===== config.mk =====
export PLATFORM = sky130hd
export DESIGN_NAME = ring_counter_core
export DESIGN_NICKNAME = d
export VERILOG_FILES = /design/src/rtl/ring_counter_pkg.sv /design/src/rtl/onehot_check.sv /design/src/rtl/ring_counter_core.sv
export SDC_FILE = /design/constraint.sdc
export NUM_CORES = 1
export LEC_CHECK = 0
export CAP_MARGIN = 20
export CORE_AREA = 2 2 39 41
export CTS_CLUSTER_DIAMETER = 120
export DETAILED_ROUTE_END_ITERATION = 12
export DIE_AREA = 0 0 41 43
export GPL_ROUTABILITY_DRIVEN = 0
export SKIP_CTS_REPAIR_TIMING = 1
export SLEW_MARGIN = 20
export SYNTH_ARGS = -nofsm -noshare
export SYNTH_HDL_FRONTEND = slang
export SYNTH_SLANG_ARGS = --single-unit

===== constraint.sdc =====
create_clock -name clk -period 4.7 [get_ports clk]
set_input_delay 0.705 -clock clk [delete_from_list [all_inputs] [get_ports clk]]
set_output_delay 0.705 -clock clk [all_outputs]
set_load 0.01 [all_outputs]

===== src/rtl/ring_counter_pkg.sv =====
// Shared definitions for the one-hot ring counter and its consumers.
//   DEFAULT_WIDTH       : default ring length
//   MAX_WIDTH           : widest ring the helper function can describe
//   dir_e               : rotation direction encoding
//   default_reset_val() : one-hot reset pattern with bit 0 set
package ring_counter_pkg;

    localparam int unsigned DEFAULT_WIDTH = 4;
    localparam int unsigned MAX_WIDTH     = 64;

    typedef enum logic {
        DIR_LEFT  = 1'b0,
        DIR_RIGHT = 1'b1
    } dir_e;

    // Default reset pattern: the token starts in slot 0 (a zero width yields all-zero).
    function automatic logic [MAX_WIDTH-1:0] default_reset_val(input int unsigned width);
        logic [MAX_WIDTH-1:0] val;
        val = '0;
        if (width > 0) begin
            val[0] = 1'b1;
        end
        return val;
    endfunction

endpackage


===== src/rtl/onehot_check.sv =====
// Combinational one-hot integrity checker.
// Flags any vector that does not have exactly one bit set.
// The all-zero vector and multi-hot vectors are both flagged.
// Ports:
//   vec_i : vector under test (WIDTH bits)
//   err_o : 1 when vec_i is not exactly one-hot (combinational)
module onehot_check #(
    parameter int unsigned WIDTH = 4
) (
    input  logic [WIDTH-1:0] vec_i,
    output logic             err_o
);

    always_comb begin
        err_o = ($countones(vec_i) != 1);
    end

endmodule


===== src/rtl/ring_counter_core.sv =====
// One-hot ring counter used as a round-robin slot/phase sequencer.
// A single token circulates through a WIDTH-bit register, advancing one
// position per enabled clock in the direction selected by dir.
// Priority per rising edge: reset (rst low) > load > en > hold.
// Optional feature macro: RING_COUNTER_SELFCORRECT_EN
//   defined     : an enabled edge on an illegal state reloads RESET_VAL
//   not defined : illegal states rotate as-is and err stays asserted
// Ports:
//   clk      : clock, rising edge active
//   rst      : synchronous active-low reset
//   en       : advance enable
//   dir      : 0 rotate left (toward MSB), 1 rotate right
//   load     : synchronous load of load_val
//   load_val : value to load (any pattern accepted)
//   out      : registered ring state
//   wrap     : registered; 1 when a rotation lands on RESET_VAL
//   err      : combinational; 1 when out is not exactly one-hot
module ring_counter_core
    import ring_counter_pkg::*;
#(
    parameter int unsigned      WIDTH     = DEFAULT_WIDTH,
    parameter logic [WIDTH-1:0] RESET_VAL = WIDTH'(default_reset_val(WIDTH))
) (
    input  logic             clk,
    input  logic             rst,
    input  logic             en,
    input  logic             dir,
    input  logic             load,
    input  logic [WIDTH-1:0] load_val,
    output logic [WIDTH-1:0] out,
    output logic             wrap,
    output logic             err
);

    logic [WIDTH-1:0] out_q;
    logic [WIDTH-1:0] out_d;
    logic             wrap_q;
    logic             wrap_d;
    logic [WIDTH-1:0] rot_c;
    logic             err_c;

    // Integrity check on the live state; shared with other one-hot users.
    onehot_check #(
        .WIDTH (WIDTH)
    ) u_onehot_check (
        .vec_i (out_q),
        .err_o (err_c)
    );

    // Candidate rotated value for the current direction.
    always_comb begin
        rot_c = out_q;
        if (dir_e'(dir) == DIR_RIGHT) begin
            rot_c = {out_q[0], out_q[WIDTH-1:1]};
        end else begin
            rot_c = {out_q[WIDTH-2:0], out_q[WIDTH-1]};
        end
    end

    // Next-state selection: load beats rotation; wrap only follows a rotation.
    always_comb begin
        out_d  = out_q;
        wrap_d = 1'b0;
        if (load) begin
            out_d = load_val;
        end else if (en) begin
`ifdef RING_COUNTER_SELFCORRECT_EN
            if (err_c) begin
                out_d = RESET_VAL;
            end else begin
                out_d  = rot_c;
                wrap_d = (rot_c == RESET_VAL);
            end
`else
            // Rotation preserves popcount, so only a legal ring can land on RESET_VAL.
            out_d  = rot_c;
            wrap_d = (rot_c == RESET_VAL);
`endif
        end
    end

    // State register with synchronous active-low reset.
    always_ff @(posedge clk) begin
        if (!rst) begin
            out_q  <= RESET_VAL;
            wrap_q <= 1'b0;
        end else begin
            out_q  <= out_d;
            wrap_q <= wrap_d;
        end
    end

    assign out  = out_q;
    assign wrap = wrap_q;
    assign err  = err_c;

endmodule


==> flow_summary.yaml, run 1 <==
route:
  drc_errors: 0
  vias: 333
  vias_per_cell: 4.97
  wl_per_cell_um: 10.5
  dr.pass1.iters: 4
  drt_wl_total_um: 703
  drtIter0Drc: 2
  ant_nets: 0
sta:
  tns_ps: 0
  max_slew_margin: 0.796
  fin_crit_ps: 2960
  hold_viol: 0
  timing.final.crit_share: 0.629
  setup_violations: 0
  final.setup_skew_ps: 3.42
  tightestPinTransition_ps: 301
  rsz0062_at_grt: "no"
  timing.fmax_ghz: 0.338
  slew_violations: 0
place:
  numPortBuffers: 14
  dp_hpwl_um: 567
  placed_area_um2: 507
worst_hold_path:
  whs_path_depth: 2
  hp-class: "reg2reg"
  min_to: "out[2]"
  min_from: "out[2]"
critical_path:
  reg2reg_depth: 2
  crit_type: "reg2out"
  critPathLaunchType: "flip-flop"
  timing.rr.start: "out[0]"
  crit_fanout: 6
  critical_path_required_ps: 3990
  r2r-end: "out[0]"
  rrSetupSlack_ps: 3590
  end_kind: "primary output"
  crit_arrival_ps: 2250
finish:
  drive_gt1_frac: 0.0588
  final_cell_area_um2: 533
  finalNetCount: 65
  antenna_cells: 0
  fill_cells: 144
  syn_to_final_growth_pct: 44.9
yosys:
  yosysSeqAreaShare: 0.272
  synth_cell_types: 20
  synth_seq_cells: 5
  yosysWarnings: 0
  syn_avg_cell_area_um2: 10.2
  synth_cells: 36
  syn_nets: 49
  synthesis.area_um2: 368
flow_run:
  drv_cap: 0
status:
  status: "complete, no violations"
global_routing:
  antenna_found_initial: 0
  overflow: 0
  grt_max_degree: 11
  grt_pass1_wl_um: 1060
  grt_pass1_vias: 273
  grt.total_usage: 0.0904
floorplanning:
  core_area_mm2: 0.00138
  die_h_um: 43
  row_count: 14
  die_x_um: 41
  start_util: 0.266
  ioPinCount: 15
  die_area_mm2: 0.00176
clock_network:
  clk-insertion-delay-late_ps: 250
  cts_buffer_depth: 2
  htreeDepth: 1
  cts-root-buf: "clkbuf_4"
  clock_sinks: 5
  numCtsBuffers: 3
  cts_tree: "built"
  clkTransAtPathRegs_ps: 40
power:
  powerDensity_mw_per_mm2: 265
  p_leak_nw: 0.227
  ir_drop_uv: 115
-- critical path: stages (launching register included) --
cell             delay (ps)
dfxtp_1                 420
ha_1                    270
ha_1                    210
fa_1                    480
nor2_1                   50
nand2_1                  50
clkdlybuf4s50_1         520
-- final cells by class --
cell class	count	area [µm²]	area share
clock buffer	4	26.3	0.0493
timing repair buffer	14	140	0.263
tap	16	20.0	0.0376
multi-input combinational	28	246	0.462
sequential	5	100	0.188
-- logic make-up after synthesis --
group           share of synthesized area
buf+inv                            0.0578
compound gates                      0.122
mux                                 0.112
simple gates                        0.279
fa+ha+maj                           0.156
flops                               0.272
-- synthesized netlist by cell type --
cell | number | area share
nand3_1 | 3 | 0.041
buf_6 | 1 | 0.031
nand2_1 | 1 | 0.010
ha_1 | 3 | 0.10
dfxtp_1 | 5 | 0.27
or4b_1 | 1 | 0.027
buf_2 | 2 | 0.027
o221ai_1 | 2 | 0.048
mux2_1 | 1 | 0.031
nor2_1 | 1 | 0.010
nand3b_1 | 2 | 0.041
mux2i_1 | 3 | 0.082
nand4bb_1 | 1 | 0.031
nor3b_1 | 1 | 0.020
nor4b_1 | 1 | 0.024
nand2b_1 | 3 | 0.051
and3b_1 | 1 | 0.024
o211ai_1 | 1 | 0.020
o211a_1 | 2 | 0.054
fa_1 | 1 | 0.054
-- cell usage in the layout, fill, tap and decap left out --
cell / n
ha_1: 3
fa_1: 1
o211a_1: 2
nand2_1: 1
nand2b_1: 3
clkbuf_1: 1
o211ai_1: 1
and3b_1: 1
dfxtp_1: 5
or4b_1: 1
nor4b_1: 1
nand4bb_1: 1
clkbuf_4: 3
nor3b_1: 1
nand3_1: 3
clkdlybuf4s50_1: 14
mux2i_1: 3
mux2_1: 1
nor2_1: 1
nand3b_1: 2
o221ai_1: 2
-- power by group --
group,leakage (nW),internal [mW],switching [mW]
combinational,0.171,0.0253,0.0158
sequential,0.0412,0.0454,0.00442
clock,0.0150,0.0321,0.0182
-- registers in the layout, indices dropped and copies added (netlist names) --
| register | cells |
|---|---|
| out | 4 |
| wrap | 1 |
-- through the flow --
step	utilization	total power, mW	std cells	setup WS (ps)	hold slack (ps)
CTS	0.385	0.144	67	1720	610
floorplan	-	0.0714	36	2500	599
global route	0.385	0.151	67	1610	647
finish	0.385	0.141	67	1740	612
detailed placement	0.366	0.0921	63	1990	604
global placement	0.366	0.0916	63	2020	601
-- per-layer routing --
layer | vias to the layer above | track usage | routed length, µm
met3 | 2 | 0.0157 | 44
met4 | 0 | 0.0800 | 27
met5 | - | 0 | 0
li1 | 171 | - | -
met2 | 15 | 0.116 | 276
met1 | 145 | 0.122 | 354
-- how the worst max path moves through the flow --
stage,from,end,slack (ps),cells past startpoint
2_1_floorplan,out[3],err,2500,5
3_3_place_gp,out[2],err,2020,6
3_5_place_dp,out[1],err,1990,6
4_1_cts,out[1],err,1720,6
5_1_grt,out[1],err,1610,6
6_report,out[2],err,1740,6
(Power assumes the default switching activity.)
==> run 2: changes to the inputs <==
==> constraint.sdc (replaced) <==
create_clock -name clk -period 2.67 [get_ports clk]
set_input_delay 0.4005 -clock clk [delete_from_list [all_inputs] [get_ports clk]]
set_output_delay 0.4005 -clock clk [all_outputs]
set_load 0.01 [all_outputs]
==> flow_summary.yaml, run 2 (synthesis results as in run 1) <==
sta:
  holdWs_ps: 577
  rsz0062_at_grt: "no"
  setup_violations: 0
  tns_ps: 0
  hold_viol: 0
  timing.final.crit_share: 0.838
  max_slew_margin: 0.802
  fin_crit_ps: 2240
  timing.fmax_ghz: 0.447
  tightestPinTransition_ps: 293
  final.setup_skew_ps: 0.530
  slew_violations: 0
route:
  wl_per_cell_um: 11.3
  top_layer_used: "met4"
  ant_nets: 0
  dr.pass1.iters: 4
  vias: 337
  drtIter0Drc: 8
  wirelength_met1_um: 361
  wl_met3_um: 46
  wl_met2_um: 349
  vias_per_cell: 4.88
  drc_errors: 0
  drt_wl_total_um: 779
power:
  p_leak_nw: 0.245
  powerDensity_mw_per_mm2: 452
  ir_drop_uv: 151
  p_sw_mw: 0.0668
  p_int_mw: 0.183
  p_clk_frac: 0.348
  seqPwrFrac: 0.342
  power_switching_share: 0.267
  combPwrFrac: 0.310
clock_network:
  clock_sinks: 5
  clkTransAtPathRegs_ps: 40
  cts_tree: "built"
  clk-insertion-delay-late_ps: 240
  cts_buffer_depth: 2
  cts-root-buf: "clkbuf_4"
  numCtsBuffers: 3
  htreeDepth: 1
place:
  placed_area_um2: 522
  dp_hpwl_um: 616
  numPortBuffers: 14
critical_path:
  crit_family: "adder cells"
  worst-path-stages: 6
  crit_type: "reg2out"
  end_kind: "primary output"
  critical_path_buf_inv_count: 1
  critical-path-max-stage-delay_ps: 430
  cp_slowest_cell: "fa_1"
  crit_top_cell: "ha_1"
  crit_arrival_ps: 1840
  reg2reg_depth: 2
  critPathLaunchType: "flip-flop"
  path_cells: "ha_1, ha_1, fa_1, nor2_1, nand2_1, dlymetal6s2s_1"
  crit_fanout: 6
  critical_path_required_ps: 2270
finish:
  largest_reg_flops: 4
  drive_gt1_frac: 0.132
  syn_to_final_growth_pct: 50.3
  post-route-util: 0.400
  final_common_cell: "clkdlybuf4s50_1"
  antenna_cells: 0
  finalNetCount: 67
  final_cell_area_um2: 553
global_routing:
  grt.total_usage: 0.113
  grt_max_degree: 11
  grt_pass1_vias: 325
  grt_pass1_wl_um: 1260
  overflow: 0
  antenna_found_initial: 0
floorplanning:
  ioPinCount: 15
  die_area_mm2: 0.00176
  row_count: 14
  die_h_um: 43
  die_x_um: 41
  start_util: 0.266
  core_area_mm2: 0.00138
worst_hold_path:
  whs_path_depth: 2
  hp-class: "reg2reg"
flow_run:
  drv_cap: 0
status:
  status: "complete, no violations"
## run 2: layout make-up
type                       instances  area [µm²]
fill                             154         831
tap                               16        20.0
timing repair buffer              16         158
multi-input combinational         28         246
sequential                         5         103
clock buffer                       4        26.3
## run 2: worst paths after layout
check,slack (ps),startpoint,to
hold / removal,580,out[2],out[2]
hold reg to reg,580,out[2],out[2]
setup reg to reg,1580,out[0],out[0]
setup / recovery,430,out[2],err
## run 2: metrics by stage
stage	power, mW	worst slack, ps	instances
after detailed placement	0.166	278	65
after CTS	0.256	24.2	69
final	0.250	433	69
after floorplan	0.126	771	36
after global placement	0.165	320	65
after global routing	0.273	326	69
## run 2: metal layers
metal | global-route usage | vias to the layer above
met5 | 0 | -
met3 | 0.0314 | 2
met1 | 0.128 | 148
met2 | 0.153 | 13
li1 | - | 174
met4 | 0.120 | 0
## run 2: tightest hold or removal path, delay by kind of cell, from the launching register on
kind / cells / cell delay (ps)
compound gates: 1 / 90
simple gates: 1 / 100
flops: 1 / 340
## run 2: power by group through the flow
stage | logic (mW) | clock network [mW] | registers (mW)
floorplan | 0.0363 | 0 | 0.0894
global placement | 0.0785 | 0 | 0.0861
detailed placement | 0.0792 | 0 | 0.0864
CTS | 0.0796 | 0.0912 | 0.0849
global route | 0.0877 | 0.0994 | 0.0862
finish | 0.0774 | 0.0870 | 0.0854
